==> src/rtl/blk_row_feeder.sv <==
// blk_row_feeder: fetches one 4x4 pixel block from frame memory, one row word per
// read, and streams the four rows top-first as a contiguous 4-cycle row_valid burst
// into the row-load port of the PE block register.
//
// Ports:
//   clk, rst_n      clock; synchronous active-low reset
//   start           request a block fetch, honoured only while busy=0
//   blk_base_addr   address of the block's top row word, sampled with start
//   busy            fetch in progress (from accept until the cycle after done)
//   done            1-cycle pulse coincident with the 4th row_valid
//   mem_rd_en       frame memory read strobe
//   mem_rd_addr     frame memory read address (holds its last value outside reads)
//   mem_rd_data     read data, valid RD_LAT edges after the read is sampled
//   row_data        row word, column 0 in the MSBs; holds outside a burst
//   row_valid       row_data valid (load enable of the block register)
module blk_row_feeder #(
  parameter int unsigned WORD_WIDTH = 8,
  parameter int unsigned ADDR_WIDTH = 16,
  parameter int unsigned ROW_PITCH  = 16,
  parameter int unsigned RD_LAT     = 1
) (
  input  logic                    clk,
  input  logic                    rst_n,
  input  logic                    start,
  input  logic [ADDR_WIDTH-1:0]   blk_base_addr,
  output logic                    busy,
  output logic                    done,
  output logic                    mem_rd_en,
  output logic [ADDR_WIDTH-1:0]   mem_rd_addr,
  input  logic [WORD_WIDTH*4-1:0] mem_rd_data,
  output logic [WORD_WIDTH*4-1:0] row_data,
  output logic                    row_valid
);

  localparam logic [ADDR_WIDTH-1:0] Pitch = ADDR_WIDTH'(ROW_PITCH);

  typedef enum logic [1:0] {StIdle, StRead, StDrain} state_e;

  state_e                  state_q, state_d;
  logic [1:0]              rd_cnt_q;
  logic [1:0]              row_cnt_q;
  logic [ADDR_WIDTH-1:0]   addr_q;
  logic [RD_LAT-1:0]       pend_q;
  logic [WORD_WIDTH*4-1:0] row_data_q;
  logic                    row_valid_q;
  logic                    done_q;
  logic                    accept;
  logic                    capture;

  // State register
  always_ff @(posedge clk) begin
    if (!rst_n) begin
      state_q <= StIdle;
    end else begin
      state_q <= state_d;
    end
  end

  // Next-state logic
  always_comb begin
    state_d = state_q;
    unique case (state_q)
      StIdle:  if (start)            state_d = StRead;
      StRead:  if (rd_cnt_q == 2'd3) state_d = StDrain;
      // done_q marks the 4th row on the port; leave the cycle after it.
      StDrain: if (done_q)           state_d = StIdle;
      default:                       state_d = StIdle;
    endcase
  end

  // Outputs: decoded from flops only, never from inputs
  always_comb begin
    busy        = (state_q != StIdle);
    mem_rd_en   = (state_q == StRead);
    mem_rd_addr = addr_q;
    row_data    = row_data_q;
    row_valid   = row_valid_q;
    done        = done_q;
  end

  assign accept  = (state_q == StIdle) && start;
  // Oldest outstanding read has data on mem_rd_data this cycle.
  assign capture = pend_q[RD_LAT-1];

  // Read address and read counter
  always_ff @(posedge clk) begin
    if (!rst_n) begin
      addr_q   <= '0;
      rd_cnt_q <= 2'd0;
    end else if (accept) begin
      addr_q   <= blk_base_addr;
      rd_cnt_q <= 2'd0;
    end else if (mem_rd_en) begin
      rd_cnt_q <= rd_cnt_q + 2'd1;
      // Stop stepping after the last row so the address holds at row 3; wraps mod 2^N.
      if (rd_cnt_q != 2'd3) begin
        addr_q <= addr_q + Pitch;
      end
    end
  end

  // Outstanding-read tracker, one stage per edge of memory latency
  generate
    if (RD_LAT == 1) begin : g_pend_one
      always_ff @(posedge clk) begin
        if (!rst_n) begin
          pend_q <= '0;
        end else begin
          pend_q <= mem_rd_en;
        end
      end
    end else begin : g_pend_multi
      always_ff @(posedge clk) begin
        if (!rst_n) begin
          pend_q <= '0;
        end else begin
          pend_q <= {pend_q[RD_LAT-2:0], mem_rd_en};
        end
      end
    end
  endgenerate

  // Row capture, valid and done
  always_ff @(posedge clk) begin
    if (!rst_n) begin
      row_data_q  <= '0;
      row_valid_q <= 1'b0;
      done_q      <= 1'b0;
      row_cnt_q   <= 2'd0;
    end else begin
      row_valid_q <= capture;
      done_q      <= capture && (row_cnt_q == 2'd3);
      if (capture) begin
        row_data_q <= mem_rd_data;
        row_cnt_q  <= row_cnt_q + 2'd1;
      end
    end
  end

endmodule
==> config.mk <==
export PLATFORM = sky130hd
export DESIGN_NAME = blk_row_feeder
export DESIGN_NICKNAME = d
export VERILOG_FILES = /design/src/rtl/blk_row_feeder.sv
export SDC_FILE = /design/constraint.sdc
export NUM_CORES = 1
export LEC_CHECK = 0
export BUFFER_PORTS_ARGS = -buffer_cell sky130_fd_sc_hd__buf_4
export CELL_PAD_IN_SITES_DETAIL_PLACEMENT = 1
export CELL_PAD_IN_SITES_GLOBAL_PLACEMENT = 2
export CORE_ASPECT_RATIO = 0.7
export CORE_UTILIZATION = 26
export CTS_CLUSTER_DIAMETER = 120
export DETAILED_ROUTE_END_ITERATION = 12
export GPL_ROUTABILITY_DRIVEN = 0
export GPL_TIMING_DRIVEN = 0
export PLACE_DENSITY = 0.85
export SLEW_MARGIN = 20
export SYNTH_ARGS = -nofsm -noshare
export SYNTH_HDL_FRONTEND = slang
export SYNTH_SLANG_ARGS = --single-unit
==> constraint.sdc <==
create_clock -name clk -period 2 [get_ports clk]
set_input_delay 0.4 -clock clk [delete_from_list [all_inputs] [get_ports clk]]
set_output_delay 0.4 -clock clk [all_outputs]
set_load 0.02 [all_outputs]
* Word-level counts from Yosys, hierarchy flattened
Index checks and enable logic that the tools add are counted.
** Word-level totals
- Logic and storage cells :: 36
- Register bits after elaboration :: 57
** Cells by class
- Equality and inequality tests :: 8
- Reductions and logical operators :: 9
- Bitwise logic cells :: 1
- Multiplexer cells :: 7
- Add/sub/neg operators :: 3
** Operators by type and width (number)
- $mux W16 :: 3
- $add A16 B5 Y16 const B :: 1
- $eq A2 B2 Y1 const B :: 3
- $mux W2 :: 3
- $ne A2 B2 Y1 const B :: 3
- $pmux W2 S3 :: 1
- $reduce_bool A2 Y1 :: 3
- $add A2 B1 Y2 const B :: 2
- $reduce_and A3 Y1 :: 1
- $eq A2 B1 Y1 const B :: 1
- $logic_and A1 B1 Y1 :: 2
- $logic_not A2 Y1 :: 1
- $ne A2 B1 Y1 const B :: 1
- $reduce_and A2 Y1 :: 1
- $reduce_or A2 Y1 :: 1
- $not A1 Y1 :: 1

* Logic depth before layout (Yosys ltp)
Gate-level depths: netlist (run 1).
- Word-level depth :: 4
- Mapped depth :: 6

* Worst setup path after synthesis (run 1)
OpenSTA, ideal clock, no wires.
- Path type :: register to register
- Start :: reg addr_q[4] (netlist: mem_rd_addr[4])
- End :: reg addr_q[14] (netlist: mem_rd_addr[14])
- Stages on the path, launching flop included :: 6
- Path buffers :: 0
- Arrival time :: 1558 ps
- Path slack :: 367 ps
- Setup time :: 74 ps
- Clock period less this slack :: 1633 ps
- Cell sequence :: dfxtp_1 -> ha_1 -> and3_1 -> nand3_1 -> or4_1 -> a31oi_1
** Between the ends
- Word-level cells in the longest chain between the ends :: 4
** RTL lines
- start, declared :: line 42 : logic [ADDR_WIDTH-1:0] addr_q;
- start signal, assigned :: line 91 : addr_q <= blk_base_addr;
- start signal, assigned :: line 97 : addr_q <= addr_q + Pitch;
- $add A16 B5 Y16 :: line 97
- $mux W16 :: line 96 : if (rd_cnt_q != 2'd3) begin
- $mux W16 :: line 93 : end else if (mem_rd_en) begin
- $mux W16 :: line 90 : end else if (accept) begin
No other way between the ends. The select of a mux whose other input is x is not followed.
A chain may end at the register's enable or synchronous reset.

* Worst setup path in the final report (run 1)
- Start :: reg rd_cnt_q[0]
- End :: reg addr_q[13] (netlist: mem_rd_addr[13])
** Between the ends
- Word-level cells in the longest chain between the ends :: 3
** RTL lines
- start, declared :: line 40 : logic [1:0] rd_cnt_q;
- start signal, assigned :: line 94 : rd_cnt_q <= rd_cnt_q + 2'd1;
- $ne A2 B2 Y1 :: line 96
- $reduce_bool A2 Y1 (no source line)
- $reduce_and A2 Y1 (no source line)
No other way between the ends.

==> impl_metrics.env, run 1 <==
export IMPL_timing_critical_path_from_type="flip-flop"
export IMPL_antenna_left=0
export IMPL_die_height_um=81.09
export IMPL_place_worst_setup_slack_ps=211.4
export IMPL_row_count=28
export IMPL_highest_clock_frequency_the_design_can_meet_mhz=558.7
export IMPL_hold_depth=3
export IMPL_clk_path_buf_depth=2
export IMPL_cts_setup_buffers=0
export IMPL_tritoncts="built"
export IMPL_critPathCaptureType="flip-flop"
export IMPL_firstDrtPassIters=4
export IMPL_post_cts_sizing_count=0
export IMPL_place_inst=468
export IMPL_global_route_wire_length_before_repair_um=10380
export IMPL_drt_drc_violations_left=0
export IMPL_detail_route_wirelength_um=6703
export IMPL_postSynthNetCount=300
export IMPL_cts_root_buf="clkbuf_16"
export IMPL_arrival_ps=2020
export IMPL_syn2layout_area_growth_pct=51.05
export IMPL_number_of_hold_violations_in_the_final_report=0
export IMPL_io_pins=103
export IMPL_min_path_type="input port to flip-flop"
export IMPL_min_period_over_period_pct=89.49
export IMPL_timing_final_max_slew_violations=0
export IMPL_effective_utilization_at_floorplan_pct=27.18
export IMPL_vdd_drop_max_uv=374.2
export IMPL_placement_io_buffers=102
export IMPL_antenna_diode_count=0
export IMPL_postSynthCellCount=246
export IMPL_hpwl_um=4926
export IMPL_worstSetupPathType="flip-flop to flip-flop"
export IMPL_timing_final_setup_violations=0
export IMPL_clock_buffer_count_from_cts=9
export IMPL_drt_wirelength_per_cell_um=13.94
export IMPL_finalCoreUtilization_pct=41.06
export IMPL_cts_sinks=57
export IMPL_yosys_area_top_type_share_pct=49.11
export IMPL_r2r_cells=5
export IMPL_crit_fanout=10
export IMPL_drt_vias_per_instance=4.478
export IMPL_synth_top_area_cell="dfxtp_1"
export IMPL_die_width_um=115.0
export IMPL_grt_pass1_vias=2116
export IMPL_synth_seq_cells=57
export IMPL_maxCapViolCount=0
export IMPL_power_mw=3.129
export IMPL_unrepaired_setup_endpoints_after_global_routing="no"
export IMPL_worst_skew_pair_late_latency_ps=320
export IMPL_final_instance_count_excl_fill=481
export IMPL_run_status="finished clean"
export IMPL_worstPathRequired_ps=2230
export IMPL_ctsHtreeMaxLevel=3
export IMPL_tns_ps=0
export IMPL_nets=413
export IMPL_timing_hold_ws_ps=319.5
export IMPL_pin_count_of_the_biggest_net_entering_global_routing=11
export IMPL_power_per_cell_area_nw_per_um2=891.7
export IMPL_finalClockSkew_ps=3.522
export IMPL_post_route_cell_area_um2=3510
export IMPL_synth_lib_cells_used_distinct=33
export IMPL_grt_overflow_total=0
export IMPL_power_static_leakage_nw=1.519
export IMPL_detailed_place_area_um2=3239
export IMPL_cts_clk_slew_worst_paths_ps=50
export IMPL_synth_area_leaders="dfxtp_1 49%, mux2i_1 15%, nor2_1 7.1%"
export IMPL_synth_sequential_area_ratio_pct=49.11
export IMPL_worst_slack_ps=210.1
export IMPL_syn_std_cell_area_um2=2323
export IMPL_count_of_vias_placed_by_the_detailed_router=2154
export IMPL_post_cts_hold_buffer_count=0
export IMPL_yosys_warnings=0
export IMPL_synth_area_per_cell_um2=9.445
export IMPL_final_min_clock_period_ps=1790
export IMPL_antenna_found_initial=0
export IMPL_tightest_slew_ps=568.5
export IMPL_fp_dieArea_um2=9325
export IMPL_drive_above_1_share_pct=34.63
export IMPL_max_slew_margin_rel_pct=62.10
export IMPL_gr_usage_all_layers_pct=14.76
export IMPL_initialDrtViolationCount=56
export IMPL_placeableCoreArea_um2=8548
-- synthesized netlist by cell type (all sizes together) --
master	number
a22oi	2
and2	3
or4	3
nand3	6
o21ai	10
a311oi	1
a211oi	4
a21o	1
a21oi	12
ha	3
nand2b	2
mux2i	35
nor3b	1
buf	8
or3	1
clkinv	1
nor3	3
and4	3
nor2b	1
nor2	44
and3	2
nand4	2
dfxtp	57
clkbuf	8
a31oi	5
a32oi	2
inv	3
nand2	16
xnor2	5
o211ai	2
-- layer usage --
layer	vias up	GRT usage [%]	share of wire, %
li1	1078	-	-
met1	1008	19.90	50
met2	65	21.63	43
met3	3	6.269	6.9
met4	0	3.506	0.25
met5	-	0	0
-- critical path: stages (launching register included) --
cell,delay (ps)
dfxtp_1,320
ha_1,240
nand2b_1,220
a21o_4,270
or4_1,460
a31oi_1,190
-- worst paths after layout --
path / from / endpoint / slack, ps
worst max-delay path: rd_cnt_q[0]$_SDFFE_PP0N_ / mem_rd_addr[13]$_SDFFE_PN0P_ / 210
worst min-delay path: mem_rd_data[0] / row_data[0]$_SDFFE_PN0P_ / 320
worst max register to register: rd_cnt_q[0]$_SDFFE_PP0N_ / mem_rd_addr[13]$_SDFFE_PN0P_ / 210
worst min register to register: mem_rd_addr[1]$_SDFFE_PN0P_ / mem_rd_addr[1]$_SDFFE_PN0P_ / 460
-- kinds of logic (layout without fill, tap and decap cells) --
logic type / Yosys count / in the layout / synth area share, %
AND/OR/NAND/NOR: 87 / 87 / 17.82
flip-flops: 57 / 57 / 49.11
AO/OA/AOI/OAI: 39 / 39 / 10.45
multiplexers: 35 / 35 / 15.08
buffers and inverters: 20 / 135 / 4.039
XOR/XNOR: 5 / 5 / 1.885
adder cells (fa/ha/maj): 3 / 3 / 1.616
-- registers in the layout, summed over array words and instances, names as in the netlist --
register	count
capture	1
row_valid	1
row_cnt_q	2
state_q	2
done	1
mem_rd_addr	16
rd_cnt_q	2
row_data	32
-- placed cells by master (no fill, tap or decap), drive strengths merged, types with 2 or more instances in the layout --
cell type  instances
nand2b             2
a211oi             4
xnor2              5
nand2             16
o211ai             2
clkbuf            21
a22oi              2
and3               2
nand3              6
o21ai             10
mux2i             35
a32oi              2
nor2              44
dfxtp             57
and4               3
or4                3
and2               3
buf              110
nand4              2
a21oi             12
a31oi              5
nor3               3
ha                 3
inv                3
-- cell type report --
cell class	count	area, µm²
plain buffers	16	78.83
well taps	120	150.1
clock buffers	13	270.3
multi-input cells	169	1089
flip-flops and latches	57	1141
inverters	4	15.01
fillers	1021	5039
repair buffers	102	765.7
-- report_power, final --
part           internal [mW]  switching [mW]
Combinational          0.232           0.253
Clock                  0.916           0.472
Sequential              1.20          0.0536
Total                   2.35           0.779
No activity file was read; power rests on OpenSTA's default activity.
==> run 2: changes to the inputs <==
CELL_PAD_IN_SITES_DETAIL_PLACEMENT = unset   (was 1)
CELL_PAD_IN_SITES_GLOBAL_PLACEMENT = unset   (was 2)
CORE_UTILIZATION = 47   (was 26)
PLACE_DENSITY = 0.88   (was 0.85)
==> impl_metrics.env, run 2 (same netlist as run 1, synthesis figures left out) <==
export IMPL_firstDrtPassIters=4
export IMPL_worstSetupPathType="flip-flop to primary output"
export IMPL_cpPeakStageDelay_ps=290
export IMPL_effective_utilization_at_floorplan_pct=51.30
export IMPL_syn2layout_area_growth_pct=44.91
export IMPL_layout_commonest_cell="buf_4"
export IMPL_max_slew_margin_rel_pct=59.31
export IMPL_unrepaired_setup_endpoints_after_global_routing="no"
export IMPL_run_status="finished clean"
export IMPL_place_worst_setup_slack_ps=285.5
export IMPL_gr_usage_all_layers_pct=24.06
export IMPL_worstPathRequired_ps=1600
export IMPL_tightest_slew_ps=610.4
export IMPL_antenna_diode_count=0
export IMPL_power_static_leakage_nw=1.477
export IMPL_critical_path_buf_inv_count=3
export IMPL_startpoint_of_the_most_critical_hold_path="mem_rd_data[21]"
export IMPL_min_period_over_period_pct=91.31
export IMPL_timing_final_setup_violations=0
export IMPL_rr_startpoint="rd_cnt_q[0]$_SDFFE_PP0N_"
export IMPL_use_met3_pct=7.755
export IMPL_largest_register_ff_count=32
export IMPL_vdd_drop_max_uv=527.6
export IMPL_clock_buffer_count_from_cts=9
export IMPL_initialDrtViolationCount=96
export IMPL_drive_above_1_share_pct=35.44
export IMPL_worst_slack_ps=173.8
export IMPL_place_inst=414
export IMPL_placeableCoreArea_um2=4529
export IMPL_global_route_peak_usage_layer="met2"
export IMPL_post_cts_sizing_count=0
export IMPL_crit_start="state_q[1]$_SDFFE_PN0P_"
export IMPL_detail_route_wirelength_um=6081
export IMPL_fp_dieArea_um2=5233
export IMPL_post_cts_hold_buffer_count=0
export IMPL_tns_ps=0
export IMPL_worst_r2r_setup_slack_ps=260
export IMPL_tritoncts="built"
export IMPL_drt_vias_per_instance=5.202
export IMPL_cp_top_family="buffers and inverters"
export IMPL_finalClockSkew_ps=6.302
export IMPL_count_of_vias_placed_by_the_detailed_router=2237
export IMPL_power_per_cell_area_nw_per_um2=822.8
export IMPL_maxCapViolCount=0
export IMPL_cts_root_buf="clkbuf_8"
export IMPL_die_height_um=60.83
export IMPL_antenna_left=0
export IMPL_timing_critical_path_from_type="flip-flop"
export IMPL_timing_hold_ws_ps=303.7
export IMPL_grt_pass1_vias=2016
export IMPL_drt_wirelength_per_cell_um=14.14
export IMPL_cts_clk_slew_worst_paths_ps=70
export IMPL_grt_overflow_total=0
export IMPL_grtUsageMet2_pct=38.55
export IMPL_final_min_clock_period_ps=1826
export IMPL_row_count=20
export IMPL_crit_fanout=9
export IMPL_pin_count_of_the_biggest_net_entering_global_routing=12
export IMPL_detailed_place_area_um2=3172
export IMPL_placement_io_buffers=102
export IMPL_global_route_wire_length_before_repair_um=9280
export IMPL_most_common_layout_cells="103 x buf_4, 57 x dfxtp_1, 44 x nor2_1"
export IMPL_die_width_um=86.04
export IMPL_nets=413
export IMPL_antenna_found_initial=0
export IMPL_highest_clock_frequency_the_design_can_meet_mhz=547.6
export IMPL_clk_path_buf_depth=2
export IMPL_drt_drc_violations_left=0
export IMPL_critPathCaptureType="primary output"
export IMPL_cts_sinks=57
export IMPL_hpwl_um=4442
export IMPL_globalRouteMet1Util_pct=29.61
export IMPL_critical_path_slowest_cell="dfxtp_1"
export IMPL_timing_critical_path_cells="buf_2 -> nor2b_1 -> clkbuf_1 -> buf_4"
export IMPL_final_instance_count_excl_fill=430
export IMPL_number_of_hold_violations_in_the_final_report=0
export IMPL_post_route_cell_area_um2=3367
export IMPL_io_pins=103
export IMPL_cts_setup_buffers=0
export IMPL_arrival_ps=1430
export IMPL_ctsHtreeMaxLevel=3
export IMPL_timing_final_max_slew_violations=0
export IMPL_min_path_type="input port to flip-flop"
export IMPL_worst_skew_pair_late_latency_ps=320
## run 2: layout make-up
cell class	count	area, µm²
inverter	4	15.01
clock inverter	7	71.32
clock buffer	9	123.9
tap	66	82.58
multi-input combinational	169	1089
buffer	16	78.83
fill	352	1162
timing repair buffer	102	765.7
sequential	57	1141
## run 2: worst min-delay path, stage by stage
cell	delay [ps]
buf_4	70
mux2i_1	50
nor2_1	70
## run 2: final timing paths
check                                               endpoint  depth (start not counted)
worst max-delay path                               mem_rd_en                          4
worst min-delay path               row_data[21]$_SDFFE_PN0P_                          3
worst max register to register  mem_rd_addr[13]$_SDFFE_PN0P_                          5
worst min register to register   mem_rd_addr[0]$_SDFFE_PN0P_                          2
## run 2: power breakdown
| group | internal, mW | total, mW | switching [mW] |
|---|---|---|---|
| Sequential | 1.20 | 1.25 | 0.0546 |
| Clock | 0.571 | 1.03 | 0.463 |
| Combinational | 0.231 | 0.482 | 0.251 |
## run 2: routing by layer
metal  wire length, µm  vias up
li1                  -     1084
met4                98        0
met3               548       11
met5                 0        -
met2              2746      115
met1              2686     1027
## run 2: per-stage QoR
| step | power [mW] | util [%] |
|---|---|---|
| after floorplan | 1.532 | - |
| after global placement | 1.742 | 70.03 |
| after detailed placement | 1.757 | 70.03 |
| after CTS | 2.793 | 74.34 |
| after global routing | 2.893 | 74.34 |
| final | 2.770 | 74.34 |
==> run 3: changes to the inputs <==
PLACE_DENSITY = 0.8   (was 0.88)
==> impl_metrics.env, run 3 (same netlist as run 1, synthesis figures left out) <==
export IMPL_gr_usage_all_layers_pct=21.67
export IMPL_io_pins=103
export IMPL_post_cts_sizing_count=0
export IMPL_die_height_um=60.83
export IMPL_firstDrtPassIters=4
export IMPL_run_status="finished clean"
export IMPL_place_inst=414
export IMPL_nets=413
export IMPL_initialDrtViolationCount=106
export IMPL_worst_skew_pair_late_latency_ps=320
export IMPL_number_of_hold_violations_in_the_final_report=0
export IMPL_cell_internal_pwr_mw=2.064
export IMPL_cp_top_family="buffers and inverters"
export IMPL_max_slew_margin_rel_pct=64.24
export IMPL_placement_io_buffers=102
export IMPL_place_worst_setup_slack_ps=298.9
export IMPL_arrival_ps=1340
export IMPL_worstSetupPathType="flip-flop to primary output"
export IMPL_timing_final_setup_violations=0
export IMPL_cpPeakStageDelay_ps=320
export IMPL_worst_r2r_setup_slack_ps=280
export IMPL_combinationalPowerShare_pct=17.2
export IMPL_drt_wirelength_per_cell_um=13.16
export IMPL_final_min_clock_period_ps=1736
export IMPL_tns_ps=0
export IMPL_worstPathRequired_ps=1600
export IMPL_antenna_diode_count=0
export IMPL_drive_above_1_share_pct=34.99
export IMPL_cts_root_buf="clkbuf_8"
export IMPL_pin_count_of_the_biggest_net_entering_global_routing=11
export IMPL_global_route_wire_length_before_repair_um=8673
export IMPL_min_period_over_period_pct=86.80
export IMPL_worst_slack_ps=264.1
export IMPL_power_static_leakage_nw=1.488
export IMPL_seqCellArea_um2=1141
export IMPL_tritoncts="built"
export IMPL_critPathCaptureType="primary output"
export IMPL_clk_path_buf_depth=2
export IMPL_final_instance_count_excl_fill=429
export IMPL_highest_clock_frequency_the_design_can_meet_mhz=576.1
export IMPL_multi_input_area_um2=1089
export IMPL_min_path_type="input port to flip-flop"
export IMPL_die_width_um=86.04
export IMPL_vdd_drop_max_uv=514.9
export IMPL_fp_dieArea_um2=5233
export IMPL_critical_path_slowest_cell="dfxtp_1"
export IMPL_power_per_cell_area_nw_per_um2=821.3
export IMPL_timing_critical_path_from_type="flip-flop"
export IMPL_maxCapViolCount=0
export IMPL_critical_path_buf_inv_count=3
export IMPL_cts_setup_buffers=0
export IMPL_count_of_vias_placed_by_the_detailed_router=2174
export IMPL_grt_pass1_vias=1885
export IMPL_layout_commonest_cell="buf_4"
export IMPL_clock_power_share_pct=37.4
export IMPL_timing_final_max_slew_violations=0
export IMPL_effective_utilization_at_floorplan_pct=51.30
export IMPL_most_common_layout_cells="103 x buf_4, 57 x dfxtp_1, 44 x nor2_1"
export IMPL_share_seq_of_total_power_pct=45.3
export IMPL_hpwl_um=4217
export IMPL_layout_filler_cells=361
export IMPL_cts_sinks=57
export IMPL_post_cts_hold_buffer_count=0
export IMPL_antenna_left=0
export IMPL_power_mw=2.765
export IMPL_tightest_slew_ps=536.5
export IMPL_antenna_found_initial=0
export IMPL_unrepaired_setup_endpoints_after_global_routing="no"
export IMPL_crit_fanout=8
export IMPL_timing_critical_path_cells="buf_6 -> nor2b_1 -> clkbuf_1 -> buf_4"
export IMPL_grt_overflow_total=0
export IMPL_syn2layout_area_growth_pct=44.91
export IMPL_swShare_pct=25.38
export IMPL_detail_route_wirelength_um=5645
export IMPL_drt_vias_per_instance=5.068
export IMPL_ctsHtreeMaxLevel=3
export IMPL_drt_drc_violations_left=0
export IMPL_largest_register_ff_count=32
export IMPL_p_sw_uw=701.7
export IMPL_placeableCoreArea_um2=4529
export IMPL_finalClockSkew_ps=7.330
export IMPL_clock_buffer_count_from_cts=9
export IMPL_cts_clk_slew_worst_paths_ps=60
export IMPL_row_count=20
[run 3: changes by cell type in the layout (fill, tap and decap cells not counted)]
cell	delta
clkinvlp_4	-3
clkbuf_8	+2
clkbuf_1	+1
clkinv_4	-1
[run 3: final timing paths]
kind,from,end,cells after the start
hold / removal,mem_rd_data[23],row_data[23]$_SDFFE_PN0P_,3
hold reg to reg,mem_rd_addr[0]$_SDFFE_PN0P_,mem_rd_addr[0]$_SDFFE_PN0P_,2
setup reg to reg,rd_cnt_q[0]$_SDFFE_PP0N_,mem_rd_addr[13]$_SDFFE_PN0P_,5
setup / recovery,state_q[0]$_SDFFE_PN0P_,mem_rd_en,4
[run 3: cell type report]
| type | count | share of cell area (%) |
|---|---|---|
| Sequential cell | 57 | 33.89 |
| Multi-Input combinational cell | 169 | 32.33 |
| Timing Repair Buffer | 102 | 22.74 |
| Clock buffer | 12 | 4.608 |
| Tap cell | 66 | 2.453 |
| Buffer | 16 | 2.341 |
| Clock inverter | 3 | 1.189 |
| Inverter | 4 | 0.4459 |
[run 3: power by group through the flow]
stage	combinational (mW)	clock, mW	sequential [mW]
CTS	0.479	1.06	1.25
detailed placement	0.477	0	1.28
global placement	0.468	0	1.27
finish	0.477	1.04	1.25
global route	0.516	1.12	1.26
floorplan	0.196	0	1.34
[run 3: metrics by stage]
stage               instance area [µm²]  hold WS [ps]  util [%]
floorplan                          2323         464.6         -
global placement                   3172         443.6     70.03
detailed placement                 3172         453.2     70.03
CTS                                3367         302.2     74.34
global route                       3367         297.0     74.34
finish                             3367         317.6     74.34
[run 3: layer usage]
metal	vias to the layer above	part of all wire, %	wire length, µm	GRT usage [%]
li1	1079	-	-	-
met4	0	0.62	35	7.619
met1	993	47	2641	28.31
met2	95	44	2461	33.56
met5	-	0	0	0
met3	7	9.0	506	7.891
[run 3: worst min-delay path: cells and delay by family]
family	cells	cell delay (ps)
AND/OR/NAND/NOR	1	70
multiplexers	1	50
buffers and inverters	1	70
